$ cat src/rtl/br_mask_if.sv
// br_mask_if: dispatch/resolve/recovery bundle for the branch-stack controller.
interface br_mask_if #(
    parameter int BR_NUM   = 4,
    parameter int BR_CNT_W = $clog2(BR_NUM + 1)
);
    logic                br_disp_i;
    logic                br_rslv_vld_i;
    logic [BR_NUM-1:0]   br_rslv_idx_i;
    logic                br_rslv_cor_i;
    logic [BR_NUM-1:0]   br_mask_o;
    logic                br_gnt_o;
    logic [BR_NUM-1:0]   br_alloc_idx_o;
    logic [BR_NUM-1:0]   br_alloc_dep_o;
    logic                br_full_o;
    logic                br_stall_o;
    logic [BR_CNT_W-1:0] br_cnt_o;
    logic                rc_vld_o;
    logic [BR_NUM-1:0]   rc_sel_o;
    logic [BR_NUM-1:0]   rc_squash_o;
    modport master (
        output br_disp_i, br_rslv_vld_i, br_rslv_idx_i, br_rslv_cor_i,
        input  br_mask_o, br_gnt_o, br_alloc_idx_o, br_alloc_dep_o, br_full_o,
               br_stall_o, br_cnt_o, rc_vld_o, rc_sel_o, rc_squash_o
    );
    modport slave (
        input  br_disp_i, br_rslv_vld_i, br_rslv_idx_i, br_rslv_cor_i,
        output br_mask_o, br_gnt_o, br_alloc_idx_o, br_alloc_dep_o, br_full_o,
               br_stall_o, br_cnt_o, rc_vld_o, rc_sel_o, rc_squash_o
    );
endinterface

$ cat src/rtl/br_mask_ctrl.sv
// br_mask_ctrl: branch-stack slot allocator with live mask, dependency masks and mispredict recovery.
module br_mask_ctrl #(
    parameter int BR_NUM   = 4,
    parameter int BR_CNT_W = $clog2(BR_NUM + 1)
) (
    input logic clk,
    input logic rst,
    br_mask_if.slave b
);
    typedef enum logic {NORMAL, RECOVER} state_t;
    localparam logic [BR_NUM-1:0] ONE = BR_NUM'(1);
    state_t state, state_nxt;
    logic [BR_NUM-1:0] mask, mask_nxt, dep_k, cor_clr, free_low, alloc_dep;
    logic [BR_NUM-1:0] dep [BR_NUM];
    logic [BR_CNT_W-1:0] cnt, cnt_nxt;
    logic one_hot, acc, mis_acc, gnt, full;
    always_comb begin
        dep_k     = '0;
        cnt_nxt   = '0;
        one_hot   = (b.br_rslv_idx_i != '0) && ((b.br_rslv_idx_i & (b.br_rslv_idx_i - ONE)) == '0);
        acc       = b.br_rslv_vld_i && one_hot && ((b.br_rslv_idx_i & mask) != '0);
        mis_acc   = acc && !b.br_rslv_cor_i;
        cor_clr   = (acc && b.br_rslv_cor_i) ? b.br_rslv_idx_i : '0;
        full      = &mask;
        free_low  = ~mask & (mask + ONE);
        gnt       = b.br_disp_i && !full && !mis_acc && state == NORMAL;
        alloc_dep = mask & ~cor_clr;
        for (int i = 0; i < BR_NUM; i++)
            dep_k = dep_k | (b.br_rslv_idx_i[i] ? dep[i] : '0);
        // the checkpoint's dep mask is exactly the set of branches older than k
        mask_nxt  = mis_acc ? dep_k : alloc_dep | (gnt ? free_low : '0);
        for (int i = 0; i < BR_NUM; i++)
            cnt_nxt = cnt_nxt + BR_CNT_W'(mask_nxt[i]);
        state_nxt = mis_acc ? RECOVER : NORMAL;
    end
    always_ff @(posedge clk) begin
        if (rst) begin
            state <= NORMAL;
            mask  <= '0;
            cnt   <= '0;
            for (int i = 0; i < BR_NUM; i++) dep[i] <= '0;
        end else begin
            state <= state_nxt;
            mask  <= mask_nxt;
            cnt   <= cnt_nxt;
            for (int i = 0; i < BR_NUM; i++)
                dep[i] <= (gnt && free_low[i]) ? alloc_dep : dep[i] & ~cor_clr;
        end
    end
    assign b.br_mask_o      = mask;
    assign b.br_gnt_o       = gnt;
    assign b.br_alloc_idx_o = gnt ? free_low : '0;
    assign b.br_alloc_dep_o = alloc_dep;
    assign b.br_full_o      = full;
    assign b.br_stall_o     = full || mis_acc || state == RECOVER;
    assign b.br_cnt_o       = cnt;
    assign b.rc_vld_o       = mis_acc;
    assign b.rc_sel_o       = mis_acc ? b.br_rslv_idx_i : '0;
    assign b.rc_squash_o    = mis_acc ? mask & ~dep_k : '0;
endmodule

$ cat src/flat_wrapper.sv
// flat-port wrapper written by rule: the top's interface ports become plain ports
module br_mask_ctrl_flat 
#(
    parameter int BR_NUM   = 4,
    parameter int BR_CNT_W = $clog2(BR_NUM + 1)
)
  (clk, rst, b_br_disp_i, b_br_rslv_vld_i, b_br_rslv_idx_i, b_br_rslv_cor_i, b_br_mask_o, b_br_gnt_o, b_br_alloc_idx_o, b_br_alloc_dep_o, b_br_full_o, b_br_stall_o, b_br_cnt_o, b_rc_vld_o, b_rc_sel_o, b_rc_squash_o);
  br_mask_if #(.BR_NUM(BR_NUM), .BR_CNT_W(BR_CNT_W)) b_i ();
  input logic clk;
  input logic rst;
  input wire logic [$bits(b_i.br_disp_i)-1:0] b_br_disp_i;
  input wire logic [$bits(b_i.br_rslv_vld_i)-1:0] b_br_rslv_vld_i;
  input wire logic [$bits(b_i.br_rslv_idx_i)-1:0] b_br_rslv_idx_i;
  input wire logic [$bits(b_i.br_rslv_cor_i)-1:0] b_br_rslv_cor_i;
  output wire logic [$bits(b_i.br_mask_o)-1:0] b_br_mask_o;
  output wire logic [$bits(b_i.br_gnt_o)-1:0] b_br_gnt_o;
  output wire logic [$bits(b_i.br_alloc_idx_o)-1:0] b_br_alloc_idx_o;
  output wire logic [$bits(b_i.br_alloc_dep_o)-1:0] b_br_alloc_dep_o;
  output wire logic [$bits(b_i.br_full_o)-1:0] b_br_full_o;
  output wire logic [$bits(b_i.br_stall_o)-1:0] b_br_stall_o;
  output wire logic [$bits(b_i.br_cnt_o)-1:0] b_br_cnt_o;
  output wire logic [$bits(b_i.rc_vld_o)-1:0] b_rc_vld_o;
  output wire logic [$bits(b_i.rc_sel_o)-1:0] b_rc_sel_o;
  output wire logic [$bits(b_i.rc_squash_o)-1:0] b_rc_squash_o;
  assign b_i.br_disp_i = b_br_disp_i;
  assign b_i.br_rslv_vld_i = b_br_rslv_vld_i;
  assign b_i.br_rslv_idx_i = b_br_rslv_idx_i;
  assign b_i.br_rslv_cor_i = b_br_rslv_cor_i;
  assign b_br_mask_o = b_i.br_mask_o;
  assign b_br_gnt_o = b_i.br_gnt_o;
  assign b_br_alloc_idx_o = b_i.br_alloc_idx_o;
  assign b_br_alloc_dep_o = b_i.br_alloc_dep_o;
  assign b_br_full_o = b_i.br_full_o;
  assign b_br_stall_o = b_i.br_stall_o;
  assign b_br_cnt_o = b_i.br_cnt_o;
  assign b_rc_vld_o = b_i.rc_vld_o;
  assign b_rc_sel_o = b_i.rc_sel_o;
  assign b_rc_squash_o = b_i.rc_squash_o;
  br_mask_ctrl #(.BR_NUM(BR_NUM), .BR_CNT_W(BR_CNT_W)) u_core (.clk(clk), .rst(rst), .b(b_i));
endmodule
$ cat config.mk
export PLATFORM = sky130hd
export DESIGN_NAME = br_mask_ctrl_flat
export DESIGN_NICKNAME = d
export VERILOG_FILES = /design/src/rtl/br_mask_if.sv /design/src/rtl/br_mask_ctrl.sv /design/src/flat_wrapper.sv
export SDC_FILE = /design/constraint.sdc
export NUM_CORES = 1
export LEC_CHECK = 0
export BUFFER_PORTS_ARGS = -buffer_cell sky130_fd_sc_hd__clkbuf_2
export CORE_MARGIN = 2
export CORE_UTILIZATION = 52
export CTS_CLUSTER_SIZE = 10
export DETAILED_ROUTE_END_ITERATION = 6
export PLACE_DENSITY = 0.79
export SYNTH_ARGS = -nofsm -noshare
export SYNTH_HDL_FRONTEND = slang
export SYNTH_SLANG_ARGS = --single-unit
export TNS_END_PERCENT = 5
$ cat constraint.sdc
create_clock -name clk -period 3.6 [get_ports clk]
set_clock_uncertainty 0.15 [all_clocks]
set_input_delay 0.72 -clock clk [delete_from_list [all_inputs] [get_ports clk]]
set_output_delay 0.72 -clock clk [all_outputs]
set_load 0.005 [all_outputs]
==> metrics.md <==
| Metric | Value |
|---|---|
| Status | `finished clean` |
| GRT Util Overall | `0.2308` |
| Number of global-route vias before repair | `1153` |
| Count of cell types in the netlist | `43` |
| Core Util, Final | `0.6247` |
| Hold Vio Cnt, Final | `0` |
| Seq pwr share | `0.578` |
| Routed WL per cell | `17.05 um` |
| WP data required | `2.73 ns` |
| CTS tree | `yes` |
| Cts hold-fix bufs | `0` |
| Post-synth top flop | `dfxtp_1` |
| # clock sinks | `24` |
| Fin. max-slew vios | `0` |
| Sum Neg Setup Slack | `0 ns` |
| Worst setup path startpoint | `b_br_rslv_idx_i[2]` |
| Peak VDD IR | `0.0002330 V` |
| Antenna Cells | `0` |
| P_leak | `0.0007085 uW` |
| Most frequent cell after synthesis | `dfxtp_1` |
| Share of power burned in the clock network | `0.243` |
| Yosys top cell by area | `dfxtp_1` |
| RSZ-0062 raised after global routing | `false` |
| Crit. End Element | `output pin` |
| Worst-path fanout max | `11` |
| Synth Warn # | `0` |
| Combinational power share | `0.179` |
| Vias | `1254` |
| Worst hold path type | `register to register` |
| Final Cycle Share | `0.9329` |
| Worst R2R Start | `u_core.b.br_mask_o[0]` |
| Initial DRC count | `59` |
| Starting density of the core | `0.5535` |
| IO Pins | `36` |
| GPL Wtd Cong | `0.8577` |
| P per Cell Area | `312.2 nW/um2` |
| Die H | `55.36 um` |
| Avg Inst Size Synth | `9.590 um2` |
| Die footprint | `3064 um2` |
| H-tree lvl count | `1` |
| CTS Buffer Depth | `2` |
| Post-synthesis async set-or-reset flop share | `0` |
| Peak Freq | `297.8 MHz` |
| Critical setup path kind | `input port to output pin` |
| EDFF count, synth | `0` |
| NetSw | `136.4 uW` |
| Detail Route Antenna Nets | `0` |
| Routed wire length | `3462 um` |
| Reg2reg end | `u_core.b.br_cnt_o[1]` |
| CORE AREA | `2477 um2` |
| Critical path startpoint category | `input port` |
| Mapped Nets | `155` |
| Max_slew headroom | `0.5852` |
| DR pass1 iterations | `4` |
| P&R area growth vs syn | `12.86%` |
| FF-to-FF setup slack | `0.76 ns` |
| Ranking of synthesized cells by area | `dfxtp_1 35%, nand3b_1 4.9%, mux2i_1 4.4%` |
| Num CTS Buffers | `3` |
| # DRC | `0` |
| Share of layout cells above drive strength 1 | `0.2775` |
| Max Cap Violations | `0` |
| Hpwl dp | `2537 um` |
| Yosys top cell area share | `0.3504` |
| Grt ovf | `0` |
| Final #Nets | `187` |
| Tmin final | `3.358 ns` |
| Hold Crit Start | `u_core.dep[3][3]` |
| Post-CTS setup buffer count | `0` |
| Setup violators final | `0` |
| Post-cts sizing count | `0` |
| CP arrival | `2.49 ns` |
| Hold Path Sink | `u_core.dep[3][3]` |
| Sw Share | `0.2823` |
| Antenna violations before repair | `0` |
| Most common library cells after synthesis | `24 x dfxtp_1, 9 x nand3b_1, 8 x and3_1, 8 x nor2b_1` |
| Latest clock arrival within the worst-skew pair | `0.31 ns` |
| Hold WS | `0.3302 ns` |
| I/O Buffers | `35` |
| Reg2Reg Depth | `8` |
| Rows | `18` |
| Largest net degree at the start of global routing | `22` |
| Post-synthesis instance area | `1371 um2` |
| Die X | `55.36 um` |
| Seq cells post-synth | `24` |
| Worst-margin pin slew | `0.6181 ns` |
| Seq/Total Area, Yosys | `0.3504` |
| Clk root buf | `clkbuf_4` |
| First-pass GRT wire length | `5761 um` |
| FILL cells | `213` |
| Gate Count Post-Synth | `143` |
| CTS clk-pin slew, worst paths | `0.12 ns` |
| Hold Crit Depth | `1` |
| Int Power | `346.8 uW` |
| DR vias/cell | `6.177` |
[worst max-delay path, stage by stage]
cell and delay (ns):
clkbuf_2 0.19, a22o_1 0.36, o21ai_1 0.53, nor2_1 0.22, or3_1 0.35, clkbuf_2 0.11
[registers in the layout (all words and copies together), names as in the netlist]
name	cells
u_core.b.br_mask_o	4
u_core.b.br_cnt_o	3
u_core.state	1
u_core.dep	16
[cells by family after synthesis]
logic type      Yosys count  share of synthesized area
mux                       6                    0.04380
flops                    24                     0.3504
simple gates             56                     0.2591
xor+xnor                  1                   0.006388
fa+ha+maj                 3                    0.03284
compound gates           39                     0.2454
buf+inv                  14                    0.06204
[metal layers]
metal	vias up	wire (um)	GRT usage
met5	-	0	0
met1	571	1506	0.3441
met3	4	380	0.03981
met4	0	21	0.06620
met2	81	1554	0.3401
li1	598	-	-
[placed cells by master (no fill, tap or decap), types with 2 or more instances in the layout]
| master | count |
|---|---|
| clkbuf_4 | 3 |
| nor3_1 | 2 |
| nor2b_1 | 8 |
| inv_1 | 3 |
| a22o_1 | 4 |
| a22oi_1 | 4 |
| mux2i_1 | 6 |
| a21oi_1 | 4 |
| dfxtp_1 | 24 |
| nand3_1 | 3 |
| nor4b_2 | 2 |
| a221oi_1 | 2 |
| o211ai_1 | 4 |
| and2_1 | 3 |
| a211o_1 | 2 |
| ha_1 | 2 |
| clkbuf_2 | 35 |
| or3_1 | 2 |
| a211oi_1 | 2 |
| nor4_1 | 3 |
| inv_2 | 2 |
| nor2_1 | 6 |
| nand3b_1 | 9 |
| nand2_1 | 5 |
| nor4bb_1 | 2 |
| o21ai_1 | 2 |
| o21a_1 | 6 |
| and3_1 | 8 |
[stage by stage]
stage | instances | power [uW] | area [um2] | setup slack (ns)
2_1_floorplan | 143 | 347.2 | 1371 | 0.4632
3_3_place_gp | 200 | 367.1 | 1525 | 0.3151
3_5_place_dp | 200 | 370.7 | 1525 | 0.2123
4_1_cts | 203 | 485.5 | 1548 | 0.2994
5_1_grt | 203 | 504.9 | 1548 | 0.1031
6_report | 203 | 483.1 | 1548 | 0.2417
[power by group through the flow]
stage | combinational (uW) | clock [uW] | sequential, uW
finish | 86.4 | 117 | 279
global route | 95.5 | 129 | 280
CTS | 85.7 | 121 | 279
detailed placement | 85.4 | 0 | 285
global placement | 81.9 | 0 | 285
floorplan | 63.0 | 0 | 284
[worst max-delay path by stage]
stage | slack [ns] | cells past startpoint | endpoint
floorplan | 0.46 | 10 | u_core.b.br_cnt_o[1]
global placement | 0.32 | 9 | u_core.b.br_cnt_o[1]
detailed placement | 0.21 | 9 | u_core.b.br_cnt_o[1]
CTS | 0.30 | 6 | b_br_stall_o
global route | 0.10 | 6 | b_br_stall_o
finish | 0.24 | 6 | b_br_stall_o
[area by class of cell]
type / count / area (um2) / share of cell area
Timing Repair Buffer: 36 / 182.7 / 0.1180
Tap cell: 30 / 37.54 / 0.02425
Inverter: 5 / 18.77 / 0.01213
Clock buffer: 3 / 22.52 / 0.01455
Multi-Input combinational cell: 105 / 805.8 / 0.5206
Sequential cell: 24 / 480.5 / 0.3104
(Power assumes the default switching activity.)
